--- src/rtl/axi4lite_arb2.sv ---
// Two-to-one AXI4-Lite arbiter: round-robin between two masters, one transaction
// outstanding at a time, address/data/response forwarded to the granted master.
module axi4lite_arb2 #(
    parameter int unsigned ADDR_W = 5
) (
    input  logic              aclk,
    input  logic              areset_n,
    // master 0
    input  logic              m0_awvalid,
    output logic              m0_awready,
    input  logic [ADDR_W-1:2] m0_awaddr,
    input  logic [2:0]        m0_awprot,
    input  logic              m0_wvalid,
    output logic              m0_wready,
    input  logic [31:0]       m0_wdata,
    input  logic [3:0]        m0_wstrb,
    output logic              m0_bvalid,
    input  logic              m0_bready,
    output logic [1:0]        m0_bresp,
    input  logic              m0_arvalid,
    output logic              m0_arready,
    input  logic [ADDR_W-1:2] m0_araddr,
    input  logic [2:0]        m0_arprot,
    output logic              m0_rvalid,
    input  logic              m0_rready,
    output logic [31:0]       m0_rdata,
    output logic [1:0]        m0_rresp,
    // master 1
    input  logic              m1_awvalid,
    output logic              m1_awready,
    input  logic [ADDR_W-1:2] m1_awaddr,
    input  logic [2:0]        m1_awprot,
    input  logic              m1_wvalid,
    output logic              m1_wready,
    input  logic [31:0]       m1_wdata,
    input  logic [3:0]        m1_wstrb,
    output logic              m1_bvalid,
    input  logic              m1_bready,
    output logic [1:0]        m1_bresp,
    input  logic              m1_arvalid,
    output logic              m1_arready,
    input  logic [ADDR_W-1:2] m1_araddr,
    input  logic [2:0]        m1_arprot,
    output logic              m1_rvalid,
    input  logic              m1_rready,
    output logic [31:0]       m1_rdata,
    output logic [1:0]        m1_rresp,
    // slave
    output logic              s_awvalid,
    input  logic              s_awready,
    output logic [ADDR_W-1:2] s_awaddr,
    output logic [2:0]        s_awprot,
    output logic              s_wvalid,
    input  logic              s_wready,
    output logic [31:0]       s_wdata,
    output logic [3:0]        s_wstrb,
    input  logic              s_bvalid,
    output logic              s_bready,
    input  logic [1:0]        s_bresp,
    output logic              s_arvalid,
    input  logic              s_arready,
    output logic [ADDR_W-1:2] s_araddr,
    output logic [2:0]        s_arprot,
    input  logic              s_rvalid,
    output logic              s_rready,
    input  logic [31:0]       s_rdata,
    input  logic [1:0]        s_rresp,
    // status
    output logic              busy,
    output logic              grant
);

    typedef enum logic [2:0] {ST_IDLE, ST_WR, ST_WB, ST_RD, ST_RR} state_t;

    state_t state, state_next;
    logic   rr, rr_next;
    logic   grant_next;
    logic   aw_done, aw_done_next;
    logic   w_done, w_done_next;
    logic   sel, aw_hs, w_hs;

    logic wr_req0, wr_req1, req0, req1;
    logic g_awvalid, g_wvalid, g_bready, g_arvalid, g_rready;

    assign wr_req0 = m0_awvalid & m0_wvalid;
    assign wr_req1 = m1_awvalid & m1_wvalid;
    assign req0    = wr_req0 | m0_arvalid;
    assign req1    = wr_req1 | m1_arvalid;

    // Granted-master view of the handshake inputs and the forwarded payload
    assign g_awvalid = grant ? m1_awvalid : m0_awvalid;
    assign g_wvalid  = grant ? m1_wvalid  : m0_wvalid;
    assign g_bready  = grant ? m1_bready  : m0_bready;
    assign g_arvalid = grant ? m1_arvalid : m0_arvalid;
    assign g_rready  = grant ? m1_rready  : m0_rready;

    assign s_awaddr = grant ? m1_awaddr : m0_awaddr;
    assign s_awprot = grant ? m1_awprot : m0_awprot;
    assign s_wdata  = grant ? m1_wdata  : m0_wdata;
    assign s_wstrb  = grant ? m1_wstrb  : m0_wstrb;
    assign s_araddr = grant ? m1_araddr : m0_araddr;
    assign s_arprot = grant ? m1_arprot : m0_arprot;

    assign busy = (state != ST_IDLE);

    always_ff @(posedge aclk or negedge areset_n) begin
        if (!areset_n) begin
            state   <= ST_IDLE;
            rr      <= 1'b0;
            grant   <= 1'b0;
            aw_done <= 1'b0;
            w_done  <= 1'b0;
        end else begin
            state   <= state_next;
            rr      <= rr_next;
            grant   <= grant_next;
            aw_done <= aw_done_next;
            w_done  <= w_done_next;
        end
    end

    always_comb begin
        state_next   = state;
        rr_next      = rr;
        grant_next   = grant;
        aw_done_next = aw_done;
        w_done_next  = w_done;
        sel          = rr;
        aw_hs        = 1'b0;
        w_hs         = 1'b0;

        s_awvalid = 1'b0;
        s_wvalid  = 1'b0;
        s_bready  = 1'b0;
        s_arvalid = 1'b0;
        s_rready  = 1'b0;

        m0_awready = 1'b0;
        m0_wready  = 1'b0;
        m0_bvalid  = 1'b0;
        m0_bresp   = 2'b00;
        m0_arready = 1'b0;
        m0_rvalid  = 1'b0;
        m0_rdata   = 32'h0;
        m0_rresp   = 2'b00;
        m1_awready = 1'b0;
        m1_wready  = 1'b0;
        m1_bvalid  = 1'b0;
        m1_bresp   = 2'b00;
        m1_arready = 1'b0;
        m1_rvalid  = 1'b0;
        m1_rdata   = 32'h0;
        m1_rresp   = 2'b00;

        unique case (state)
            ST_IDLE: begin
                // rr holds the priority master; a lone requester wins outright
                if (req0 | req1) begin
                    sel        = (req0 & req1) ? rr : req1;
                    grant_next = sel;
                    state_next = (sel ? wr_req1 : wr_req0) ? ST_WR : ST_RD;
                end
            end
            ST_WR: begin
                s_awvalid = g_awvalid & ~aw_done;
                s_wvalid  = g_wvalid & ~w_done;
                aw_hs     = s_awvalid & s_awready;
                w_hs      = s_wvalid & s_wready;
                if (grant) begin
                    m1_awready = s_awready & ~aw_done;
                    m1_wready  = s_wready & ~w_done;
                end else begin
                    m0_awready = s_awready & ~aw_done;
                    m0_wready  = s_wready & ~w_done;
                end
                aw_done_next = aw_done | aw_hs;
                w_done_next  = w_done | w_hs;
                if (aw_done_next & w_done_next) state_next = ST_WB;
            end
            ST_WB: begin
                s_bready = g_bready;
                if (grant) begin
                    m1_bvalid = s_bvalid;
                    m1_bresp  = s_bresp;
                end else begin
                    m0_bvalid = s_bvalid;
                    m0_bresp  = s_bresp;
                end
                if (s_bvalid & g_bready) begin
                    aw_done_next = 1'b0;
                    w_done_next  = 1'b0;
                    rr_next      = ~grant;
                    state_next   = ST_IDLE;
                end
            end
            ST_RD: begin
                s_arvalid = g_arvalid;
                if (grant) m1_arready = s_arready;
                else       m0_arready = s_arready;
                if (g_arvalid & s_arready) state_next = ST_RR;
            end
            ST_RR: begin
                s_rready = g_rready;
                if (grant) begin
                    m1_rvalid = s_rvalid;
                    m1_rdata  = s_rdata;
                    m1_rresp  = s_rresp;
                end else begin
                    m0_rvalid = s_rvalid;
                    m0_rdata  = s_rdata;
                    m0_rresp  = s_rresp;
                end
                if (s_rvalid & g_rready) begin
                    rr_next    = ~grant;
                    state_next = ST_IDLE;
                end
            end
            default: state_next = ST_IDLE;
        endcase
    end

endmodule
--- config.mk ---
export PLATFORM = sky130hd
export DESIGN_NAME = axi4lite_arb2
export DESIGN_NICKNAME = d
export VERILOG_FILES = /design/src/rtl/axi4lite_arb2.sv
export SDC_FILE = /design/constraint.sdc
export NUM_CORES = 1
export LEC_CHECK = 0
export ABC_AREA = 1
export CAP_MARGIN = 20
export CORE_AREA = 10 10 103 105
export DETAILED_ROUTE_END_ITERATION = 7
export DIE_AREA = 0 0 113 115
export PLACE_DENSITY = 0.85
export REMOVE_ABC_BUFFERS = 1
export SLEW_MARGIN = 10
export SYNTH_ARGS = -nofsm -noshare
export SYNTH_HDL_FRONTEND = slang
export SYNTH_SLANG_ARGS = --single-unit
--- constraint.sdc ---
create_clock -name aclk -period 1.8 [get_ports aclk]
set_input_delay 0.36 -clock aclk [delete_from_list [all_inputs] [get_ports aclk]]
set_output_delay 0.36 -clock aclk [all_outputs]
set_load 0.05 [all_outputs]
==> metrics.txt, run 1 <==
RSZ-0062 raised after global routing=yes; IO buf count=285; Post-synth EDFFs=0; CP Capture Type=output pin; Max Cap Viol=0; CP max FO=9; most common cell in the netlist=nand2_1; final hold vios=0; VDD IR max=0.8505 mV; outcome=complete, but fails checks; DR pass1 iterations=5; Reg power frac=0.032; initial antenna violation count=3; WS Path Type=flop to output pin; Largest stage delay, worst path=around 0.45 ns; min cycle time layout=2.058 ns; CP Data Required Time=1.44 ns; sw frac=0.5611; Register Area=~180 sq um; measured slew at the worst slew-check pin=0.3770 ns; gpl congestion=0.9278; area occupied by multi-input gates=0.002235 sq mm; Final setup violation count=just under 90; Total Nets Final=858; Relative slew margins=0.7479; post-synth design cell area=0.001802 sq mm; NetSw=just under 0.006 W; Final Slew Violations=0; cells along the critical path=nor3_4 -> buf_12 -> nand2_8 -> nor2_4 -> buf_12; FMAX=0.4859 GHz; final setup margin=-0.2582 ns; Total GRT Usage=0.2956; clk slew on worst S/H paths=about 0.05 ns; first-pass GRT wire length=29.69 mm; hpwl dp=14.52 mm; Mapped Avg Cell Area=~4.6 sq um; share of the synthesized area in the top cell type=0.3958; flops & latches, synth=7; Tot Pwr=0.01028 W; CTS tree=yes; Die Area=0.01300 sq mm; Worst Path Buf+Inv=2; ranking of synthesized cells by area=nand2_1 (40%), nor2_1 (13%), inv_1 (11%); Die Ht=115 microns; vias post-DR=4,174; Syn-to-layout area delta=319.4%; Clock Skew=0.006143 ns; Top Family by Delay on Critical Path=simple AND/OR/NAND/NOR gates; PwrDens=1361 mW/mm^2; CTS Buffer Depth=2; Async SR Flop Fraction=1.000; Starting Density=0.2107; drt wl/cell=roughly 28 microns; vias in the first global route=about 4,400; Residual DRC=0; 1st-iter DRT viols=224; setup TNS=-16.73 ns; Tcrit/Tclk final=1.143; layout cells sized above 1=0.4788; post-synthesis sequential area ratio=0.09722; fillers=344; Syn Inst Count=389; top post-synthesis cells by count=nand2_1 (190), nor2_1 (64), inv_1 (53); cts bufs inserted=3; Hold WS=0.4168 ns; Core Rows=34; biggest area consumer among synthesized cells=nand2_1; startpoint type of the worst setup path=flop; Pleak=3.308 nW; total length of routed wires=22.78 mm; cell repeated most along the worst path=buf_12; Sink Count=7; Worst-Skew Late Latency=0.23 ns; Vias/cell=5.090; Clock power frac=0.022; Main synth FF type=dfrtp_1; Die W=113 microns; Comb pwr share=0.946; antenna viol nets, final=0; CP max stage cell=dfrtp_2; Root Driver=clkbuf_8; pin count of the biggest net entering global routing=39; final core occ=0.8837; Core Footprint=0.008551 sq mm; Hold Crit Class=primary input to asynchronous set/reset pin; synth unique cells=19; failing checks=negative setup slack; I/O pins=286; H-tree depth=1; GRT overflow=0; Worst EP arrival=1.70 ns; Internal=0.004513 W; Ys Warns=0
-- worst register-to-register path: cells and delay by family (launching register included) --
kind | cells | cell delay (ns)
buf+inv | 3 | 0.39
flops | 1 | 0.41
simple gates | 8 | 0.75
-- metal layers --
layer | GRT usage | wire [microns] | part of all wire
met1 | 0.2883 | 7056 | 0.31
met2 | 0.5457 | 11410 | 0.50
met3 | 0.1240 | 2733 | 0.12
met4 | 0.1117 | 1580 | 0.069
met5 | 0 | 0 | 0
-- placed cells by master, fill, tap and decap left out, types with 2 or more instances in the layout --
cell               n
buf_12           142
buf_16             2
buf_4             22
buf_6              6
clkbuf_16          3
clkbuf_8           3
clkdlybuf4s50_1  148
dfrtp_1            4
dfrtp_2            3
diode_2            4
inv_1             52
inv_2              3
inv_4              3
nand2_1          147
nand2_2           32
nand2_4           17
nand2_8            8
nand3_1            7
nor2_2             4
nor2_4            74
nor3_1             2
nor3_2             5
nor3_4             8
o21ai_0            2
o21ai_1            4
-- worst paths after layout --
check                         start           to  slack, ns  cells after the start
max                        state[0]  m1_rresp[1]      -0.26                      5
min                        areset_n        grant       0.42                      1
max reg2reg                   grant     state[0]       0.13                     11
min reg2reg                 aw_done      aw_done       0.57                      2
max in group asynchronous  areset_n     state[1]       1.08                      1
min in group aclk           aw_done      aw_done       0.57                      2
-- cells by family (layout without fill, tap and decap cells) --
| group | after synthesis | in the layout | share of synthesized area |
|---|---|---|---|
| DFF | 7 | 7 | 0.09722 |
| other | 0 | 4 | 0 |
| and+or+nand+nor | 296 | 305 | 0.6771 |
| buffers and inverters | 78 | 388 | 0.2014 |
| AOI/OAI and AO/OA | 8 | 8 | 0.02430 |
-- power by group through the flow --
| stage | clock [W] | sequential, W | combinational (W) |
|---|---|---|---|
| floorplan | 0 | 0.000456 | 0.00349 |
| global placement | 0 | 0.000309 | 0.00755 |
| detailed placement | 0 | 0.000318 | 0.00769 |
| CTS | 0.000223 | 0.000312 | 0.00867 |
| global route | 0.000239 | 0.000335 | 0.0100 |
| finish | 0.000228 | 0.000328 | 0.00973 |
-- state kept, by name, summed over array words and instances, names as in the netlist --
| signal | count |
|---|---|
| aw_done | 1 |
| grant | 1 |
| rr | 1 |
| state | 3 |
| w_done | 1 |
-- area by class of cell --
cell class | instances | share of cell area
Multi-Input combinational cell | 313 | 0.2957
Tap cell | 108 | 0.01788
Antenna cell | 4 | 0.001325
Clock buffer | 4 | 0.005961
Sequential cell | 7 | 0.02368
Inverter | 59 | 0.03196
Timing Repair inverter | 1 | 0.001159
Timing Repair Buffer | 324 | 0.6223
-- per-stage QoR --
step	instances	cell area, sq um	worst slack, ns
3_3_place_gp	777	6153	-0.09611
3_5_place_dp	777	6153	-0.2007
6_report	820	7556	-0.2582
5_1_grt	819	7553	-0.3052
4_1_cts	800	7068	-0.1529
2_1_floorplan	370	1663	-1.863
-- what timing repair did --
item                                    in CTS  in global routing
resized for setup                          166                 78
cloned                                       7                  7
buffers inserted                            12                  9
hold buffers                                 0                  0
endpoints found under the setup margin      89                129
endpoints found under the hold margin        0                  0
pin swaps                                    7                 12
(Power assumes the default switching activity.)
==> run 2: changes to the inputs <==
--- a/config.mk
+++ b/config.mk
@@ -5,11 +5,10 @@
 export SDC_FILE = /design/constraint.sdc
 export NUM_CORES = 1
 export LEC_CHECK = 0
-export ABC_AREA = 1
 export CAP_MARGIN = 20
-export CORE_AREA = 10 10 103 105
+export CORE_AREA = 10 10 102 104
 export DETAILED_ROUTE_END_ITERATION = 7
-export DIE_AREA = 0 0 113 115
+export DIE_AREA = 0 0 112 114
 export PLACE_DENSITY = 0.85
 export REMOVE_ABC_BUFFERS = 1
 export SLEW_MARGIN = 10
==> run 2 against run 1 <==
The run still ends with negative setup slack left. Largest cell class unchanged. Non-clock buffer count grew 32. Final area shrank 8.2%. Worst hold slack gained 0.0036 ns. Highest routed layer unchanged. Fmax shrank 3.3%. Final cell count shrank 19%.
==> metrics.txt, run 2 <==
fillers=between 300 and 400; Die Ht=114 microns; number of flip-flops in the largest register=3; Tot Pwr=about 0.0083 W; Post-DP Area=0.005569 sq mm; flops & latches, synth=7; Total GRT Usage=0.2109; antenna viol nets, final=0; Hold WS=0.4204 ns; drt wl/cell=27.80 microns; Top Family by Delay on Critical Path=simple AND/OR/NAND/NOR gates; Die Area=0.01277 sq mm; Worst Path Buf+Inv=2; Root Driver=clkbuf_8; Synth Area in Simple Gates=0.4007; cells along the critical path=or3b_4 -> nor2_4 -> buf_12 -> and2_1 -> buf_12; Die W=112 microns; Sink Count=7; Comb pwr share=0.924; post-synthesis sequential area ratio=0.1037; failing checks=negative setup slack; Internal=between 0.004 and 0.005 W; Main synth FF type=dfrtp_1; Reg power frac=0.044; PwrDens=approximately 1200 mW/mm^2; layout cells sized above 1=0.6086; final hold vios=0; H-tree depth=1; largest register by flop count=state; clk slew on worst S/H paths=around 0.050 ns; post-synth design cell area=0.001689 sq mm; 1st-iter DRT viols=approximately 230; ranking of synthesized cells by area=mux2_2 (33%), and2_1 (27%), dfrtp_1 (10%); Worst-Skew Late Latency=~0.26 ns; CTS Buffer Depth=2; Hold Buf Count CTS=0; Syn-to-layout area delta=310.7%; initial antenna violation count=1; min cycle time layout=2.129 ns; Residual DRC=0; measured slew at the worst slew-check pin=0.4559 ns; Core Rows=34; sw frac=0.4973; final setup margin=-0.3293 ns; synth unique cells=31; commonest non-fill, non-tap cell in the layout=clkdlybuf4s50_1; Async SR Flop Fraction=1.000; placed cell count=611; Max Cap Viol=0; finished layout cell area=0.006937 sq mm; Vias/cell=5.036; Syn Inst Count=210; total length of routed wires=about 19 mm; CP max stage cell=or3b_4; DR pass1 iterations=4; Total Nets Final=707; FMAX=between 0.4 and 0.5 GHz; Starting Density=0.1995; setup TNS=-29.43 ns; startpoint type of the worst setup path=flop; NetSw=~0.0041 W; Mapped Avg Cell Area=around 8.0 sq um; XOR/XNOR share of the synthesized area=0; Clock Skew=0.002738 ns; CTS tree=yes; first-pass GRT wire length=21.45 mm; CP max FO=35; VDD IR max=about 1.0 mV; GRT overflow=0; Compound-Gate Fraction of Synth Area=0.07852; RSZ-0062 raised after global routing=yes; CP Capture Type=output pin; vias in the first global route=3,456; top post-synthesis cells by count=and2_1 (74), mux2_2 (49), nand2_1 (9); pin count of the biggest net entering global routing=36; largest family of logic cells by synthesized area=simple AND/OR/NAND/NOR gates; Ys Warns=0; Worst EP arrival=1.77 ns; share of the synthesized area in the top cell type=0.3267; biggest area consumer among synthesized cells=mux2_2; IO buf count=285; Hold Crit Class=primary input to asynchronous set/reset pin; commonest cells after routing, fill and taps aside=clkdlybuf4s50_1 (148), buf_12 (97), buf_6 (44); vias post-DR=3,354; Clock power frac=0.032; post-synthesis mux area share=0.3593; Largest stage delay, worst path=0.44 ns; Final Slew Violations=0; WS Path Type=flop to output pin; Relative slew margins=0.6951; cell repeated most along the worst path=buf_12; Final setup violation count=140; Post-synth EDFFs=0; CP Data Required Time=1.44 ns; gpl congestion=between 0.8 and 0.9; hpwl dp=between 10 and 15 mm; Finished Layout Cells=666; most common cell in the netlist=and2_1; Pleak=2.983 nW; outcome=complete, but fails checks; Core Footprint=between 0.008 and 0.009 sq mm; Post-Synth Adder-Cell Area=0; cts bufs inserted=3; I/O pins=~290; Tcrit/Tclk final=1.183
[run 2: layer usage]
| metal | vias to the layer above | global-route usage | wire (microns) |
|---|---|---|---|
| met4 | 0 | 0.09306 | 1029 |
| met1 | 1578 | 0.1805 | 5779 |
| met3 | 71 | 0.09606 | 2046 |
| met5 | - | 0 | 0 |
| met2 | 292 | 0.4103 | 9658 |
| li1 | 1413 | - | - |
[run 2: per-stage QoR]
step                      utilization  setup WS, ns
after global placement         0.6578      -0.01274
final                          0.8194       -0.3293
after global routing           0.8194       -0.3666
after detailed placement       0.6578      -0.07063
after CTS                      0.7211       -0.2507
after floorplan                     -        -2.470
[run 2: worst reg2reg max path, delay by kind of cell, from the launching register on]
| kind | cells | cell delay (ns) |
|---|---|---|
| AO/OA/AOI/OAI | 3 | 0.58 |
| AND/OR/NAND/NOR | 1 | 0.05 |
| flip-flops | 1 | 0.36 |
| buffers and inverters | 6 | 0.80 |
[run 2: what timing repair did]
item / CTS / global route
setup endpoints to repair: 134 / 138
gates resized for setup: 92 / 135
pin swaps: 9 / 27
setup buffers: 12 / 34
cloned: 3 / 2
[run 2: final cells by class]
type                       instances  area, sq um  share of cell area
antenna                            1        2.502           0.0003608
clock buffer                       3        41.29            0.005952
clock inverter                     1        5.005           0.0007215
inverter                           4        18.77            0.002706
multi-input combinational        186         1856              0.2675
sequential                         7        176.4             0.02543
tap                              108        135.1             0.01948
timing repair buffer             356         4702              0.6779
[run 2: logic make-up after synthesis]
kind of cell,Yosys count
muxes,54
AOI/OAI and AO/OA,18
DFF,7
buffers and inverters,18
and+or+nand+nor,113
[run 2: power groups by stage]
stage | Clock, W | Combinational (W) | Sequential, W
after floorplan | 0 | 0.00269 | 0.000517
after global placement | 0 | 0.00482 | 0.000313
after detailed placement | 0 | 0.00489 | 0.000322
after CTS | 0.000237 | 0.00581 | 0.000315
after global routing | 0.000274 | 0.00784 | 0.000362
final | 0.000267 | 0.00767 | 0.000362
[run 2: final timing paths]
check	startpoint	end	slack, ns	depth (start not counted)
max	state[0]	m1_rdata[29]	-0.33	5
min	areset_n	state[0]	0.42	1
max reg2reg	state[0]	state[1]	-0.08	10
min reg2reg	rr	rr	0.60	1
max in group asynchronous	areset_n	grant	1.04	1
min in group aclk	rr	rr	0.60	1
